File: src/rtl/fetch_sequencer.sv
// fetch_sequencer: PC and instruction-fetch stage feeding decode over a valid/ready handshake.
// Control flow (Br, RET, HLT, sequential) is resolved locally on the accept edge.
module fetch_sequencer #(
   parameter int PC_W = 4,
   parameter int IW = 8,
   parameter logic [IW-1:0] HLT_WORD = 8'hFF
) (
   input  logic            clk,
   input  logic            rst_n,
   input  logic            start,
   output logic [PC_W-1:0] pc,
   input  logic [IW-1:0]   instr_in,
   output logic [IW-1:0]   ir,
   output logic            ir_valid,
   input  logic            exec_ready,
   input  logic            br_flag,
   output logic            halted,
   output logic [7:0]      icount
);
   typedef enum logic [1:0] {IDLE, FETCH, ISSUE, HALT} state_t;
   state_t state_q;
   logic [PC_W-1:0] pc_q, pc_d;
   logic [IW-1:0] ir_q;
   logic ir_valid_q, halted_q;
   logic [7:0] icount_q;
   logic [3:0] opcode;
   assign opcode = ir_q[IW-1:IW-4];
   // br_flag only matters for Br; RET jumps unconditionally
   always_comb
      pc_d = ((opcode == 4'b1000) && br_flag) || (opcode == 4'b1011) ? ir_q[PC_W-1:0] : pc_q + PC_W'(1);
   always_ff @(posedge clk or negedge rst_n)
      if (!rst_n) begin
         state_q <= IDLE;
         pc_q <= '0;
         ir_q <= '0;
         ir_valid_q <= 1'b0;
         halted_q <= 1'b0;
         icount_q <= '0;
      end else begin
         case (state_q)
            IDLE: if (start) state_q <= FETCH;
            FETCH: begin
               ir_q <= instr_in;
               ir_valid_q <= 1'b1;
               state_q <= ISSUE;
            end
            ISSUE: if (exec_ready) begin
               icount_q <= icount_q + 8'd1;
               ir_valid_q <= 1'b0;
               if (ir_q == HLT_WORD) begin
                  halted_q <= 1'b1;
                  state_q <= HALT;
               end else begin
                  pc_q <= pc_d;
                  state_q <= FETCH;
               end
            end
            default: ;
         endcase
      end
   assign pc = pc_q;
   assign ir = ir_q;
   assign ir_valid = ir_valid_q;
   assign halted = halted_q;
   assign icount = icount_q;
endmodule
File: config.mk
export PLATFORM = sky130hd
export DESIGN_NAME = fetch_sequencer
export DESIGN_NICKNAME = d
export VERILOG_FILES = /design/src/rtl/fetch_sequencer.sv
export SDC_FILE = /design/constraint.sdc
export NUM_CORES = 1
export LEC_CHECK = 0
export CORE_UTILIZATION = 46
export CTS_CLUSTER_DIAMETER = 40
export DETAILED_ROUTE_END_ITERATION = 8
export PLACE_DENSITY = 0.88
export SETUP_SLACK_MARGIN = 0.1
export SLEW_MARGIN = 30
export SYNTH_ARGS = -nofsm -noshare
export SYNTH_HDL_FRONTEND = slang
export SYNTH_SLANG_ARGS = --single-unit
File: constraint.sdc
create_clock -name clk -period 1.7 [get_ports clk]
set_clock_uncertainty 0.05 [all_clocks]
set_input_delay 0.255 -clock clk [delete_from_list [all_inputs] [get_ports clk]]
set_output_delay 0.255 -clock clk [all_outputs]
set_load 0.03 [all_outputs]
==> metrics.cfg <==
[power_and_ir_drop]
cellLeakagePower_uw = 0.000781
p_clk_share_pct = 10.8
peakVddDrop_uv = 1040
netSwitchingFraction_pct = 44.9
total_power_uw = 2730
power_density_mw_per_mm2 = 1680
seq_power_share_pct = 36.7
p_int_uw = 1510
p_sw_uw = 1230
p_comb_share_pct = 52.5

[die]
io_pins = 35
rows = 18
dieArea_mm2 = 0.00279
initial_core_util_pct = 48.3
fp.dieW_um = 52.8
die-height_um = 52.8
core_mm2 = 0.00245

[timing]
final_max_slew_viol_count = 0
tns_ns = 0
fin_hold_ws_ns = 0.235
fmax_ghz = 0.653
setup_viol = 0
hold_viol = 0
tightest_slew_ns = 0.327
slew_headroom_pct = 78.3
rsz0062_at_grt = yes
min_period_ns = 1.53
period_share_pct = 90.1

[routing]
routed_wl_um = 2630
ant_nets = 0
drtIter0Drc = 17
avgRoutedWirePerCell_um = 14.9
via_per_inst = 5.36
vias = 944
route.detailed.drc = 0
dr.pass1.iters = 4

[clocking]
insertion_delay_ns = 0.30
clock_path_buffers = 2
cts_inserted_buffers = 3
clock-root-buffer = clkbuf_4
clk_pin_slew_worst_paths_ns = 0.13
cts_hold_buf = 0
cts_tree = built
htreeDepth = 1
clock-sinks = 24

[setup_path]
rr_worst_depth = 4
startpoint_type = flip-flop
cpLargestDelayFamily = flip-flops
cp_cell_sequence = or3b_4 > a21oi_4 > mux2i_1 > a21oi_1
critPathMaxStageDelay_ns = 0.45
crit_path_end_kind = flip-flop
cp.arrival_ns = 1.67
crit_path_max_fanout = 5
cp-startpoint = ir[4]$_DFFE_PN0P_
ff2ff_setup_slack_ns = 0.17
path_buf_inv = 0
r2r-end = pc[3]$_DFFE_PN0P_
crit_type = flip-flop to flip-flop
r2r_start = ir[4]$_DFFE_PN0P_
required_ns = 1.84
slowest_stage = dfrtp_2

[global_route]
grt_pass1_wl_um = 4180
grt_overflow = 0
grt_antenna_before_repair = 0
grt_pass1_vias = 906
grt_usage_pct = 21.1
grt_max_degree = 25

[synth]
ys_seq_elements = 24
syn-cell-area_mm2 = 0.00119
ys_types = 34
synth.avg_cell_area_um2 = 11.4
synth_nets = 124
yosys.area.top_type = dfrtp_1
ys_seq_area_share_pct = 50.6
yosysTopAreaCellShare_pct = 50.6
synth_common_cells = 24 x dfrtp_1, 14 x nand2_1, 8 x mux2_2
yosysMostFrequentCell = dfrtp_1
synth_ff_type = dfrtp_1
ys_async_sr_fraction_pct = 100
syn_inst = 104
synth-edff-count = 0
synthTopCellsByArea = dfrtp_1 51%, mux2_2 7.6%, ha_1 7.4%, nand2_1 4.4%, xnor2_1 4.4%
yosys_warnings = 0

[run]
cap_violations = 0

[finish]
nFillCells = 193
syn_to_final_growth_pct = 37.1
drive_gt1_share_pct = 19.2
nNetsFinal = 167
fin_area_mm2 = 0.00163
antennaDiodeCount = 0

[outcome]
status = finished, final reports clean

[placement]
gp_congestion = 0.768
io_buffers = 34
place_area_mm2 = 0.00158
dp_hpwl_um = 1900

[worst_hold_path]
hold_class = primary input to async pin

kinds of logic after synthesis:
kind of cell	share of synthesized area, %
AND/OR/NAND/NOR	14.0
flip-flops	50.6
AO/OA/AOI/OAI	11.6
multiplexers	9.28
buffers and inverters	1.90
adder cells (fa/ha/maj)	7.38
XOR/XNOR	5.17
how the worst max path moves through the flow:
stage / to / slack [ns] / depth (start not counted)
after floorplan: pc[3]$_DFFE_PN0P_ / 0.12 / 4
after global placement: pc[3]$_DFFE_PN0P_ / -0.09 / 5
after detailed placement: pc[3]$_DFFE_PN0P_ / -0.10 / 5
after CTS: pc[2]$_DFFE_PN0P_ / 0.1 / 6
after global routing: state_q[0]$_DFFE_PN0P_ / 0.08 / 5
final: pc[3]$_DFFE_PN0P_ / 0.17 / 4
registers in the layout (all words and copies together) (netlist names):
| name | flops |
|---|---|
| icount | 8 |
| ir | 8 |
| pc | 4 |
| halted | 1 |
| ir_valid | 1 |
| state_q | 2 |
stage by stage:
stage | worst slack, ns | std cells | utilization, %
after floorplan | 0.117 | 104 | -
after detailed placement | -0.104 | 170 | 64.5
after CTS | 0.0978 | 175 | 65.3
after global routing | 0.0755 | 176 | 66.3
after global placement | -0.0891 | 170 | 64.5
final | 0.169 | 176 | 66.3
layout make-up:
cell class              instances  area (um2)  share of cell area (%)
flip-flops and latches         24         602                    37.0
multi-input cells              74         582                    35.8
repair buffers                 39         350                    21.5
well taps                      30        37.5                    2.31
clock buffers                   4        36.3                    2.23
inverters                       5        18.8                    1.15
layer usage:
metal	wire, um	vias up	GRT usage [%]
li1	-	457	-
met1	1100	459	24.8
met2	1410	26	38.4
met3	96	2	3.19
met4	20	0	7.46
met5	0	-	0
cells in the final DEF, fill, tap and decap left out, types with 2 or more instances in the layout:
| master | n |
|---|---|
| xnor2_1 | 6 |
| mux2_2 | 8 |
| clkbuf_4 | 3 |
| clkdlybuf4s50_1 | 12 |
| nand2_1 | 14 |
| buf_4 | 5 |
| dfrtp_1 | 23 |
| a21oi_1 | 2 |
| ha_1 | 5 |
| and3_1 | 2 |
| nand3_1 | 5 |
| a31o_2 | 2 |
| o22ai_1 | 2 |
| dlygate4sd2_1 | 22 |
| nor2_1 | 2 |
| inv_1 | 4 |
| a22oi_1 | 2 |
| mux2i_1 | 2 |
power groups by stage:
stage                     Combinational (uW)  Clock, uW  Sequential, uW
after floorplan                          598          0            1320
after global placement                  1450          0            1010
after detailed placement                1500          0            1020
after CTS                               1410        310             993
after global routing                    1540        327            1030
final                                   1440        294            1000
worst reg2reg max path: stages, from the launching register on:
cell	delay, ns
dfrtp_2	0.45
or3b_4	0.44
a21oi_4	0.20
mux2i_1	0.20
a21oi_1	0.08
repair_timing:
action / 4_1_cts / 5_1_grt
buffers inserted: 1 / 1
resized for setup: 23 / 4
endpoints found under the setup margin: 26 / 13
pin swaps: 0 / 1
cloned: 0 / 0
No activity file was read; power rests on OpenSTA's default activity.
